`src/rtl/mips_ctrl_pkg.sv`:
```
// Shared types and encodings for the multicycle MIPS control unit.
package mips_ctrl_pkg;

   localparam int unsigned OP_W     = 6;
   localparam int unsigned FUNCT_W  = 6;
   localparam int unsigned ALUOP_W  = 2;
   localparam int unsigned ALUCTL_W = 3;
   localparam int unsigned STATE_W  = 4;

   typedef enum logic [STATE_W-1:0] {
      FETCH   = 4'd0,
      DECODE  = 4'd1,
      MEMADR  = 4'd2,
      MEMRD   = 4'd3,
      MEMWB   = 4'd4,
      MEMWR   = 4'd5,
      EXECUTE = 4'd6,
      ALUWB   = 4'd7,
      BRANCH  = 4'd8,
      ADDIEX  = 4'd9,
      ADDIWB  = 4'd10,
      JUMP    = 4'd11
   } state_e;

   localparam logic [OP_W-1:0] OP_RTYPE = 6'b000000;
   localparam logic [OP_W-1:0] OP_LW    = 6'b100011;
   localparam logic [OP_W-1:0] OP_SW    = 6'b101011;
   localparam logic [OP_W-1:0] OP_BEQ   = 6'b000100;
   localparam logic [OP_W-1:0] OP_BNE   = 6'b000101;
   localparam logic [OP_W-1:0] OP_ADDI  = 6'b001000;
   localparam logic [OP_W-1:0] OP_J     = 6'b000010;

   localparam logic [FUNCT_W-1:0] FN_ADD = 6'b100000;
   localparam logic [FUNCT_W-1:0] FN_SUB = 6'b100010;
   localparam logic [FUNCT_W-1:0] FN_AND = 6'b100100;
   localparam logic [FUNCT_W-1:0] FN_OR  = 6'b100101;
   localparam logic [FUNCT_W-1:0] FN_SLT = 6'b101010;

   localparam logic [ALUOP_W-1:0] ALUOP_ADD   = 2'b00;
   localparam logic [ALUOP_W-1:0] ALUOP_SUB   = 2'b01;
   localparam logic [ALUOP_W-1:0] ALUOP_FUNCT = 2'b10;

   localparam logic [ALUCTL_W-1:0] ALU_ADD = 3'b010;
   localparam logic [ALUCTL_W-1:0] ALU_SUB = 3'b110;
   localparam logic [ALUCTL_W-1:0] ALU_AND = 3'b000;
   localparam logic [ALUCTL_W-1:0] ALU_OR  = 3'b001;
   localparam logic [ALUCTL_W-1:0] ALU_SLT = 3'b111;

endpackage

```
`src/rtl/alu_decoder.sv`:
```
// Translates ALUOp plus the R-type funct field into the ALU's 3-bit F code.
module alu_decoder
   import mips_ctrl_pkg::*;
(
   input  logic [ALUOP_W-1:0]  alu_op_i,
   input  logic [FUNCT_W-1:0]  funct_i,
   output logic [ALUCTL_W-1:0] alu_control_o
);

   always_comb begin
      alu_control_o = ALU_ADD;
      case (alu_op_i)
         ALUOP_ADD: alu_control_o = ALU_ADD;
         ALUOP_SUB: alu_control_o = ALU_SUB;
         ALUOP_FUNCT: begin
            case (funct_i)
               FN_ADD:  alu_control_o = ALU_ADD;
               FN_SUB:  alu_control_o = ALU_SUB;
               FN_AND:  alu_control_o = ALU_AND;
               FN_OR:   alu_control_o = ALU_OR;
               FN_SLT:  alu_control_o = ALU_SLT;
               default: alu_control_o = ALU_ADD;
            endcase
         end
         default: alu_control_o = ALU_ADD;
      endcase
   end

endmodule

```
`src/rtl/mips_multicycle_ctrl.sv`:
```
// Moore control FSM for the multicycle MIPS datapath.
// Optional BNE_EN adds bne via the BRANCH state with an inverted-Zero flag.
module mips_multicycle_ctrl
   import mips_ctrl_pkg::*;
(
   input  logic                clk,
   input  logic                reset,
   input  logic [OP_W-1:0]     Op,
   input  logic [FUNCT_W-1:0]  Funct,
   input  logic                Zero,
   output logic                IorD,
   output logic                MemWrite,
   output logic                IRWrite,
   output logic                RegDst,
   output logic                MemtoReg,
   output logic                RegWrite,
   output logic                ALUSrcA,
   output logic [1:0]          ALUSrcB,
   output logic [1:0]          PCSrc,
   output logic                PCEn,
   output logic [ALUCTL_W-1:0] ALUControl,
   output logic [STATE_W-1:0]  State
);

   state_e               state_q, state_d, state_eff;
   logic [ALUOP_W-1:0]   alu_op;
   logic                 pc_write;
   logic                 branch;
   logic                 is_bne;

   always_ff @(posedge clk) begin
      if (reset) state_q <= FETCH;
      else       state_q <= state_d;
   end

`ifdef BNE_EN
   logic is_bne_q, is_bne_d;

   // Branch polarity is latched in DECODE so BRANCH need not re-decode Op.
   always_comb begin
      is_bne_d = is_bne_q;
      if (state_q == DECODE) is_bne_d = (Op == OP_BNE);
   end

   always_ff @(posedge clk) begin
      if (reset) is_bne_q <= 1'b0;
      else       is_bne_q <= is_bne_d;
   end

   assign is_bne = is_bne_q;
`else
   assign is_bne = 1'b0;
`endif

   always_comb begin
      state_d = state_q;
      case (state_q)
         FETCH: state_d = DECODE;
         DECODE: begin
            case (Op)
               OP_LW, OP_SW: state_d = MEMADR;
               OP_RTYPE:     state_d = EXECUTE;
               OP_BEQ:       state_d = BRANCH;
`ifdef BNE_EN
               OP_BNE:       state_d = BRANCH;
`endif
               OP_ADDI:      state_d = ADDIEX;
               OP_J:         state_d = JUMP;
               default:      state_d = FETCH;
            endcase
         end
         MEMADR: begin
            if (Op == OP_LW)      state_d = MEMRD;
            else if (Op == OP_SW) state_d = MEMWR;
            else                  state_d = FETCH;
         end
         MEMRD:   state_d = MEMWB;
         MEMWB:   state_d = FETCH;
         MEMWR:   state_d = FETCH;
         EXECUTE: state_d = ALUWB;
         ALUWB:   state_d = FETCH;
         BRANCH:  state_d = FETCH;
         ADDIEX:  state_d = ADDIWB;
         ADDIWB:  state_d = FETCH;
         JUMP:    state_d = FETCH;
         default: state_d = FETCH;
      endcase
   end

   // While reset is high the outputs present FETCH with every write enable held low.
   always_comb begin
      state_eff = reset ? FETCH : state_q;
      IorD      = 1'b0;
      MemWrite  = 1'b0;
      IRWrite   = 1'b0;
      RegDst    = 1'b0;
      MemtoReg  = 1'b0;
      RegWrite  = 1'b0;
      ALUSrcA   = 1'b0;
      ALUSrcB   = 2'b00;
      PCSrc     = 2'b00;
      alu_op    = ALUOP_ADD;
      pc_write  = 1'b0;
      branch    = 1'b0;
      case (state_eff)
         FETCH: begin
            IRWrite  = 1'b1;
            ALUSrcB  = 2'b01;
            pc_write = 1'b1;
         end
         DECODE:  ALUSrcB = 2'b11;
         MEMADR: begin
            ALUSrcA = 1'b1;
            ALUSrcB = 2'b10;
         end
         MEMRD:   IorD = 1'b1;
         MEMWB: begin
            RegWrite = 1'b1;
            MemtoReg = 1'b1;
         end
         MEMWR: begin
            IorD     = 1'b1;
            MemWrite = 1'b1;
         end
         EXECUTE: begin
            ALUSrcA = 1'b1;
            alu_op  = ALUOP_FUNCT;
         end
         ALUWB: begin
            RegDst   = 1'b1;
            RegWrite = 1'b1;
         end
         BRANCH: begin
            ALUSrcA = 1'b1;
            alu_op  = ALUOP_SUB;
            PCSrc   = 2'b01;
            branch  = 1'b1;
         end
         ADDIEX: begin
            ALUSrcA = 1'b1;
            ALUSrcB = 2'b10;
         end
         ADDIWB:  RegWrite = 1'b1;
         JUMP: begin
            PCSrc    = 2'b10;
            pc_write = 1'b1;
         end
         default: ;
      endcase
      PCEn = pc_write | (branch & (Zero ^ is_bne));
      if (reset) begin
         IRWrite  = 1'b0;
         MemWrite = 1'b0;
         RegWrite = 1'b0;
         PCEn     = 1'b0;
      end
      State = STATE_W'(state_eff);
   end

   alu_decoder u_alu_decoder (
      .alu_op_i      (alu_op),
      .funct_i       (Funct),
      .alu_control_o (ALUControl)
   );

endmodule

```
`config.mk`:
```
export PLATFORM = sky130hd
export DESIGN_NAME = mips_multicycle_ctrl
export DESIGN_NICKNAME = d
export VERILOG_FILES = /design/src/rtl/mips_ctrl_pkg.sv /design/src/rtl/alu_decoder.sv /design/src/rtl/mips_multicycle_ctrl.sv
export SDC_FILE = /design/constraint.sdc
export NUM_CORES = 1
export LEC_CHECK = 0
export BUFFER_PORTS_ARGS = -buffer_cell sky130_fd_sc_hd__buf_2
export CAP_MARGIN = 20
export CORE_MARGIN = 2
export CORE_UTILIZATION = 40
export DETAILED_ROUTE_END_ITERATION = 8
export GPL_TIMING_DRIVEN = 0
export PLACE_DENSITY_LB_ADDON = 0.05
export SLEW_MARGIN = 20
export SYNTH_ARGS = -nofsm -noshare
export SYNTH_HDL_FRONTEND = slang
export SYNTH_SLANG_ARGS = --single-unit
```
`constraint.sdc`:
```
create_clock -name clk -period 4.43 [get_ports clk]
set_input_delay 0.2215 -clock clk [delete_from_list [all_inputs] [get_ports clk]]
set_output_delay 0.2215 -clock clk [all_outputs]
set_load 0.01 [all_outputs]
```
==> qor.yml, run 1 <==
synthesis:
  yosys.area.top_type: "dfxtp_1"
  synthArstFlopShare_pct: 0
  synth_cells: 93
  synth-edff-count: 0
  synth.most_common_cell: "nor2_1"
  yosysWarningCount: 0
  synthTopCellsByArea: "dfxtp_1, nor2_1, nand2b_1"
  synth_top_flop_cell: "dfxtp_1"
  synth.avg_cell_area_um2: 6.43
  synth_nets: 111
  synth_area_um2: 598
  synth_top_area_share_pct: 13.4
  seq_area_frac_synth_pct: 13.4
  postSynthRegisterBits: 4
  ys_types: 32
  yosys-top-cells-count: "nor2_1, nor3_1, inv_1, nand2b_1, nor2b_1"
global_route:
  grt_pass1_vias: 676
  grt_start_max_net_pins: 11
  antenna_found_initial: 0
  grt-ovfl-total: 0
  track_usage_pct: 18.8
  grt_pass1_wl_um: 2740
routing:
  wl_per_cell_um: 11.4
  drtPass1Iterations: 4
  drt_wl_total_um: 1640
  drt_iter0_drc: 30
  via_per_inst: 5.38
  vias: 775
  ant_nets: 0
  drc: 0
sta:
  relSlewSlack_pct: 68.4
  rsz0062_at_grt: "false"
  finalHoldViolCount: 0
  tns_ns: 0
  setup_ws_ns: 1.99
  tightest_slew_ns: 0.474
  timing.final.crit_share_pct: 55.0
  fmax_ghz: 0.411
  layout_min_cycle_time_ns: 2.44
  finalMaxSlewViolations: 0
  fin_worst_skew_ns: 0.0000339
  finalSetupViolCount: 0
clocking:
  hold_buffers: 0
  ctsResizeCount: 0
  insertion_delay_ns: 0.23
  clk_path_buf_depth: 2
  clk_transition_reported_paths_ns: 0.04
  cts_tree: "done"
  root_buffer: "clkbuf_4"
  cts_buffers: 3
  cts_num_sinks: 4
  postCtsSetupRepairBufs: 0
  h-tree-depth: 1
die:
  die-area_mm2: 0.00182
  dieHeight_um: 42.7
  rows: 13
  ios: 34
  die-width_um: 42.7
  initial_core_util_pct: 44.3
  coreArea_mm2: 0.00135
critical_path:
  cp.arrival_ns: 2.21
  cp-end-kind: "output port"
  crit_type: "flip-flop to output port"
  worstSetupStartpointType: "flip-flop"
  crit_path_max_fanout: 10
  required_ns: 4.21
finish:
  fin_area_um2: 805
  area_growth_pct: 34.5
  top_regs: "state_q (4)"
  regMostFlops: "state_q"
  nets: 149
  largest_reg_flops: 4
  drive_gt1_share_pct: 30.2
  fill_cells: 133
  n_antenna_cell: 0
place:
  place_ws_ns: 2.24
  dp_hpwl_um: 1250
  gp_congestion: 0.824
  numPortBuffers: 33
  placed_area_um2: 782
power:
  p_leak_nw: 0.380
  max-vdd-ir-drop_mv: 0.129
  p_per_area_mw_per_mm2: 148
hold_path:
  min_path_type: "input pin to flip-flop"
run:
  maxCapViolations: 0
status:
  status: "complete, no violations"
==> per-layer routing <==
layer	GRT usage, %	part of all wire, %	up-vias
met5	0	0	-
met4	9.38	0	0
met3	0.426	4.8	0
met2	29.7	49	27
met1	26.0	46	346
li1	-	-	402
==> per-stage QoR <==
stage | instances | power (mW) | utilization, % | hold slack [ns]
finish | 144 | 0.119 | 59.6 | 0.344
global placement | 141 | 0.0744 | 57.9 | 0.585
floorplan | 93 | 0.0595 | - | 0.385
global route | 144 | 0.129 | 59.6 | 0.370
detailed placement | 141 | 0.0755 | 57.9 | 0.582
CTS | 144 | 0.122 | 59.6 | 0.333
==> layout make-up <==
cell class	count	area (um^2)	share of cell area (%)
timing repair buffer	33	165	20.5
sequential	4	80.1	9.95
clock buffer	3	22.5	2.80
inverter	7	26.3	3.27
multi-input combinational	77	465	57.9
tap	15	18.8	2.33
buffer	5	26.3	3.27
==> layout by cell type (no fill, tap or decap), types with 2 or more instances in the layout <==
master,synthesis,layout
a21oi_1,2,2
buf_2,0,33
clkbuf_1,4,4
inv_1,7,7
nor4_1,2,2
dfxtp_1,4,4
nor2_1,18,18
nand2_1,4,4
ha_1,3,3
nor3_1,8,8
a211oi_1,3,3
a31oi_1,4,4
xnor2_1,2,2
nor2b_1,5,5
nand2b_1,7,7
clkbuf_4,0,3
or3_1,2,2
o21ai_0,2,2
==> worst paths after layout <==
check | startpoint | end | slack (ns) | cells after the start
min reg2reg | state_q[0] | state_q[1] | 0.59 | 3
max reg2reg | state_q[1] | state_q[1] | 3.07 | 4
min | reset | state_q[2] | 0.34 | 3
max | state_q[0] | ALUControl[0] | 1.99 | 9
==> logic make-up (layout without fill, tap and decap cells) <==
group	Yosys count	after routing	synth area share (%)
compound gates	19	19	22.2
xor+xnor	3	3	4.39
fa+ha+maj	3	3	6.28
buf+inv	12	48	8.79
flops	4	4	13.4
simple gates	52	52	45.0
==> power breakdown <==
group          switching [mW]  internal, mW  leakage (nW)
Clock                  0.0138        0.0302        0.0138
Sequential            0.00110        0.0373        0.0326
Combinational          0.0203        0.0164         0.334
Total                  0.0352        0.0839         0.380
==> critical path: stages (launching register included) <==
cell and delay (ns):
dfxtp_1 0.36, clkbuf_1 0.35, or3_1 0.23, nor2_1 0.07, inv_1 0.09, ha_1 0.18, inv_1 0.05, nor4_1 0.35
a32o_1 0.17, buf_2 0.12
No activity file was read; power rests on OpenSTA's default activity.
==> run 2: changes to the inputs <==
--- a/config.mk
+++ b/config.mk
@@ -8,7 +8,7 @@
 export BUFFER_PORTS_ARGS = -buffer_cell sky130_fd_sc_hd__buf_2
 export CAP_MARGIN = 20
 export CORE_MARGIN = 2
-export CORE_UTILIZATION = 40
+export CORE_UTILIZATION = 38
 export DETAILED_ROUTE_END_ITERATION = 8
 export GPL_TIMING_DRIVEN = 0
 export PLACE_DENSITY_LB_ADDON = 0.05
==> constraint.sdc (replaced) <==
create_clock -name clk -period 2.1 [get_ports clk]
set_input_delay 0.105 -clock clk [delete_from_list [all_inputs] [get_ports clk]]
set_output_delay 0.105 -clock clk [all_outputs]
set_load 0.01 [all_outputs]
==> qor.yml, run 2 (same netlist as run 1, synthesis figures left out) <==
finish:
  fin_cells: 148  # was 144
  n_antenna_cell: 0  # unchanged
  drive_gt1_share_pct: 43.2  # was 30.2%
  fin_area_um2: 908  # was 805 um^2
  regMostFlops: "state_q"  # unchanged
  layout_common_cells: "buf_2, nor2_1, nor3_1"  # unchanged
  top_regs: "state_q (4)"  # unchanged
  largest_reg_flops: 4  # unchanged
  nets: 152  # was 149
  fin_util_pct: 61.0  # was 59.6%
  final_common_cell: "buf_2"  # unchanged
  area_growth_pct: 51.9  # was 34.5%
clocking:
  h-tree-depth: 1  # unchanged
  root_buffer: "clkbuf_4"  # unchanged
  insertion_delay_ns: 0.22  # was 0.23 ns
  hold_buffers: 0  # unchanged
  clk_path_buf_depth: 2  # unchanged
  cts_tree: "done"  # unchanged
  cts_buffers: 3  # unchanged
  clk_transition_reported_paths_ns: 0.03  # was 0.04 ns
  cts_num_sinks: 4  # unchanged
critical_path:
  crit_end: "ALUControl[0]"  # unchanged
  r2r_cells: 5  # was 4
  worstSetupStartpoint: "state_q[0]"  # unchanged
  required_ns: 2.00  # was 4.21 ns
  r2r_setup_slack_ns: 0.78  # was 3.07 ns
  cp-end-kind: "output port"  # unchanged
  reg2reg_from: "state_q[0]"  # was state_q[1]
  crit_type: "flip-flop to output port"  # unchanged
  cp.arrival_ns: 1.89  # was 2.21 ns
  crit_path_max_fanout: 10  # unchanged
  worstSetupStartpointType: "flip-flop"  # unchanged
  worst_r2r_endpoint: "state_q[1]"  # unchanged
hold_path:
  min_path_type: "input pin to flip-flop"  # unchanged
die:
  die-area_mm2: 0.00191  # was 0.00182 mm^2
  coreArea_mm2: 0.00149  # was 0.00135 mm^2
  initial_core_util_pct: 40.2  # was 44.3%
  die-width_um: 43.7  # was 42.7 um
  ios: 34  # unchanged
  dieHeight_um: 43.7  # was 42.7 um
  rows: 14  # was 13
sta:
  fmax_ghz: 0.501
  relSlewSlack_pct: 70.1  # was 68.4%
  finalSetupViolCount: 0  # unchanged
  finalHoldViolCount: 0  # unchanged
  layout_min_cycle_time_ns: 2.00
  finalMaxSlewViolations: 0  # unchanged
  timing.final.crit_share_pct: 95.0
  fin_worst_skew_ns: 0.00226  # was 0.0000339 ns
  tightest_slew_ns: 0.448  # was 0.474 ns
  whs_ns: 0.229  # was 0.344 ns
global_route:
  grt_start_max_net_pins: 11  # unchanged
  grt-ovfl-total: 0  # unchanged
  track_usage_pct: 17.8  # was 18.8%
  grt_pass1_wl_um: 2690  # was 2740 um
  antenna_found_initial: 0  # unchanged
  grt_pass1_vias: 685  # was 676
routing:
  drc: 0  # unchanged
  drt_iter0_drc: 6  # was 30
  drtPass1Iterations: 4  # unchanged
  drt_wl_total_um: 1670  # was 1640 um
  vias: 792  # was 775
  via_per_inst: 5.35  # was 5.38
  wl_per_cell_um: 11.3  # was 11.4 um
  ant_nets: 0  # unchanged
place:
  numPortBuffers: 33  # unchanged
  placed_area_um2: 783  # was 782 um^2
  dp_cells: 142  # was 141
  gp_congestion: 0.822  # was 0.824
  dp_hpwl_um: 1300  # was 1250 um
power:
  max-vdd-ir-drop_mv: 0.346  # was 0.129 mV
  p_per_area_mw_per_mm2: 279  # was 148 mW/mm^2
  p_leak_nw: 0.413  # was 0.380 nW
  power.total_mw: 0.254  # was 0.119 mW
status:
  status: "complete, no violations"  # unchanged
run:
  maxCapViolations: 0  # unchanged
-- run 2: cell count changes in the layout (fill, tap and decap cells not counted), sizes merged --
cell	change
buf	+3
-- run 2: metrics by stage --
| step | setup WS [ns] | setup TNS [ns] |
|---|---|---|
| after CTS | 0.00941 | 0 |
| after global placement | 0.0426 | 0 |
| after floorplan | 0.298 | 0 |
| after detailed placement | 0.0331 | 0 |
| after global routing | -0.0156 | -0.0156 |
| final | 0.105 | 0 |
-- run 2: routing by layer --
metal	vias to the layer above	global-route usage (%)	routed length, um
li1	407	-	-
met1	363	20.8	719
met2	22	34.7	876
met3	0	1.25	75
met4	0	3.64	0
met5	-	0	0
-- run 2: layout make-up --
class / count / area, um^2
fillers: 156 / 581
multi-input cells: 77 / 526
repair buffers: 36 / 188
flip-flops and latches: 4 / 90.1
plain buffers: 5 / 36.3
inverters: 7 / 26.3
clock buffers: 3 / 22.5
well taps: 16 / 20.0
-- run 2: timing repair --
| action | in CTS | in global routing |
|---|---|---|
| endpoints found under the setup margin | 2 | 2 |
| pin swaps | 2 | 3 |
| setup buffers | 1 | 2 |
| resized for setup | 12 | 10 |
-- run 2: how the worst min path moves through the flow --
stage | start | to | slack [ns] | cells after the start
after floorplan | reset | state_q[2] | 0.27 | 2
after global placement | reset | state_q[2] | 0.47 | 3
after detailed placement | reset | state_q[2] | 0.46 | 3
after CTS | reset | state_q[2] | 0.22 | 3
after global routing | reset | state_q[2] | 0.27 | 3
final | reset | state_q[2] | 0.23 | 3
-- run 2: worst max-delay path, cell delays in order (launching register included) --
cell and delay [ns]:
dfxtp_2 0.33, clkbuf_8 0.16, or3_4 0.40, nor2_4 0.11, inv_2 0.06, ha_4 0.16, inv_2 0.07, nor4_4 0.05
a32o_1 0.20, buf_2 0.13
-- run 2: power by group --
group | total (mW) | leakage (nW) | internal [mW] | switching, mW
Combinational | 0.0853 | 0.364 | 0.0405 | 0.0448
Sequential | 0.0798 | 0.0349 | 0.0769 | 0.00291
Clock | 0.0884 | 0.0138 | 0.0635 | 0.0250
==> run 3: changes to the inputs <==
--- a/config.mk
+++ b/config.mk
@@ -12,6 +12,7 @@
 export DETAILED_ROUTE_END_ITERATION = 8
 export GPL_TIMING_DRIVEN = 0
 export PLACE_DENSITY_LB_ADDON = 0.05
+export RECOVER_POWER = 50
 export SLEW_MARGIN = 20
 export SYNTH_ARGS = -nofsm -noshare
 export SYNTH_HDL_FRONTEND = slang
==> constraint.sdc (replaced) <==
create_clock -name clk -period 1.8 [get_ports clk]
set_input_delay 0.09 -clock clk [delete_from_list [all_inputs] [get_ports clk]]
set_output_delay 0.09 -clock clk [all_outputs]
set_load 0.01 [all_outputs]
==> qor.yml, run 3 (same netlist as run 1, synthesis figures left out) <==
sta:
  finalMaxSlewViolations: 0  # unchanged
  tightest_slew_ns: 0.469  # was 0.448 ns
  fin_worst_skew_ns: 0.00250  # was 0.00226 ns
  setup_ws_ns: -0.204  # was 0.105 ns
  tns_ns: -0.555  # was 0 ns
  relSlewSlack_pct: 68.7  # was 70.1%
  finalHoldViolCount: 0  # unchanged
  layout_min_cycle_time_ns: 2.00
  finalSetupViolCount: 4  # was 0
  rsz0062_at_grt: "true"
  timing.final.crit_share_pct: 111
  fmax_ghz: 0.499
global_route:
  antenna_found_initial: 0  # unchanged
  grt-ovfl-total: 0  # unchanged
  track_usage_pct: 20.2  # was 17.8%
  grt_pass1_vias: 751  # was 685
  grt_start_max_net_pins: 11  # unchanged
  grt_pass1_wl_um: 3010  # was 2690 um
power:
  p_switching_mw: 0.0877  # was 0.0727 mW
  power_frac_seq_pct: 30.7  # was 31.5%
  clockPowerShare_pct: 34.2  # was 34.9%
  intPower_mw: 0.213  # was 0.181 mW
  power.total_mw: 0.301  # was 0.254 mW
  p_per_area_mw_per_mm2: 310  # was 279 mW/mm^2
  p_leak_nw: 0.430  # was 0.413 nW
  combPwrFrac_pct: 35.0  # was 33.6%
  switching_share_pct: 29.1  # was 28.7%
  max-vdd-ir-drop_mv: 0.406  # was 0.346 mV
finish:
  drive_gt1_share_pct: 44.5  # was 43.2%
  n_antenna_cell: 0  # unchanged
  final_common_cell: "buf_2"  # unchanged
  area_growth_pct: 62.6  # was 51.9%
  top_regs: "state_q (4)"  # unchanged
  layout_common_cells: "buf_2, nor2_1, nor3_1"  # unchanged
  nets: 157  # was 152
  fill_cells: 141  # was 156
  fin_util_pct: 65.3  # was 61.0%
  regMostFlops: "state_q"  # unchanged
  fin_cells: 153  # was 148
  largest_reg_flops: 4  # unchanged
place:
  dp_cells: 142  # unchanged
  dp_hpwl_um: 1300  # unchanged
  numPortBuffers: 33  # unchanged
  gp_congestion: 0.822  # unchanged
routing:
  ant_nets: 0  # unchanged
  via_per_inst: 5.34  # was 5.35
  drc: 0  # unchanged
  drt_iter0_drc: 1  # was 6
  drt_wl_total_um: 1820  # was 1670 um
  drtPass1Iterations: 4  # unchanged
  wl_per_cell_um: 11.9  # was 11.3 um
  vias: 817  # was 792
critical_path:
  cp.arrival_ns: 1.91  # was 1.89 ns
  cpMaxStageDelayCell: "or3_4"  # unchanged
  cp-end-kind: "output port"  # unchanged
  worst-path-buf-inv: 4  # unchanged
  path_cells: "clkbuf_8 -> or3_4 -> nor2_4 -> inv_2 -> ha_4 -> inv_2 -> nor4_4 -> a32o_1 -> buf_2"  # unchanged
  cpMostUsedCell: "inv_2"  # unchanged
  required_ns: 1.71  # was 2.00 ns
  crit_type: "flip-flop to output port"  # unchanged
  slowest_delay_ns: 0.38  # was 0.40 ns
  crit_family: "simple AND/OR/NAND/NOR gates"  # unchanged
  worstSetupStartpointType: "flip-flop"  # unchanged
  crit_path_max_fanout: 4  # was 10
die:
  die-area_mm2: 0.00191  # unchanged
  initial_core_util_pct: 40.2  # unchanged
  die-width_um: 43.7  # unchanged
  ios: 34  # unchanged
  rows: 14  # unchanged
  coreArea_mm2: 0.00149  # unchanged
  dieHeight_um: 43.7  # unchanged
clocking:
  cts_tree: "done"  # unchanged
  cts_buffers: 3  # unchanged
  hold_buffers: 0  # unchanged
  insertion_delay_ns: 0.22  # about the same
  clk_path_buf_depth: 2  # unchanged
  clk_transition_reported_paths_ns: 0.03  # about the same
  cts_num_sinks: 4  # unchanged
  h-tree-depth: 1  # unchanged
  root_buffer: "clkbuf_4"  # unchanged
run:
  maxCapViolations: 0  # unchanged
hold_path:
  min_path_type: "input pin to flip-flop"  # unchanged
status:
  status: "finished, violations left"  # was complete, no violations
  violations: "negative setup slack"
run 3: cell count changes in the layout (fill, tap and decap cells not counted), moves of 2 or more:
| cell | previous run | this run |
|---|---|---|
| buf_4 | 3 | 6 |
| clkbuf_1 | 3 | 6 |
| buf_2 | 33 | 31 |
| ha_1 | 2 | 0 |
| ha_4 | 1 | 3 |
run 3: cell type report:
class / count / area (um^2) / share of cell area [%]
tap: 16 / 20.0 / 2.06
multi-input combinational: 77 / 556 / 57.1
clock buffer: 3 / 22.5 / 2.32
inverter: 7 / 26.3 / 2.70
buffer: 5 / 36.3 / 3.73
sequential: 4 / 88.8 / 9.14
timing repair buffer: 41 / 223 / 22.9
run 3: tightest hold or removal path: stages:
cell and delay, ns:
buf_2 0.14, a211o_1 0.11, nor3_1 0.05
run 3: layer usage:
metal	wire, um	part of all wire (%)	GRT usage [%]	vias up
met1	760	42	22.5	372
met2	970	53	39.7	24
met3	79	4.3	2.08	2
met5	0	0	0	-
li1	-	-	-	419
met4	8	0.44	4.85	0
run 3: what timing repair did:
action,4_1_cts,5_1_grt
setup endpoints to repair,4,4
gates cloned,0,0
buffers inserted,7,1
hold endpoints to repair,0,0
gates resized for setup,23,4
pin swaps,5,4
run 3: final timing paths:
check,from,to,slack [ns],depth (start not counted)
worst max-delay path,state_q[0],ALUControl[0],-0.20,9
worst min-delay path,reset,state_q[2],0.22,3
worst max register to register,state_q[0],state_q[3],0.36,4
worst min register to register,state_q[2],state_q[2],0.60,2
run 3: power by group through the flow:
stage	combinational (mW)	sequential (mW)	clock (mW)
2_1_floorplan	0.0515	0.0950	0
3_3_place_gp	0.0881	0.0956	0
3_5_place_dp	0.0895	0.0955	0
4_1_cts	0.106	0.0924	0.109
5_1_grt	0.118	0.0925	0.116
6_report	0.106	0.0926	0.103
run 3: metrics by stage:
stage          cell area [um^2]  setup WS, ns  hold WS (ns)
2_1_floorplan               598        0.0131         0.254
3_3_place_gp                783        -0.242         0.454
3_5_place_dp                783        -0.252         0.444
4_1_cts                     951        -0.145         0.206
5_1_grt                     972        -0.282         0.257
6_report                    972        -0.204         0.218
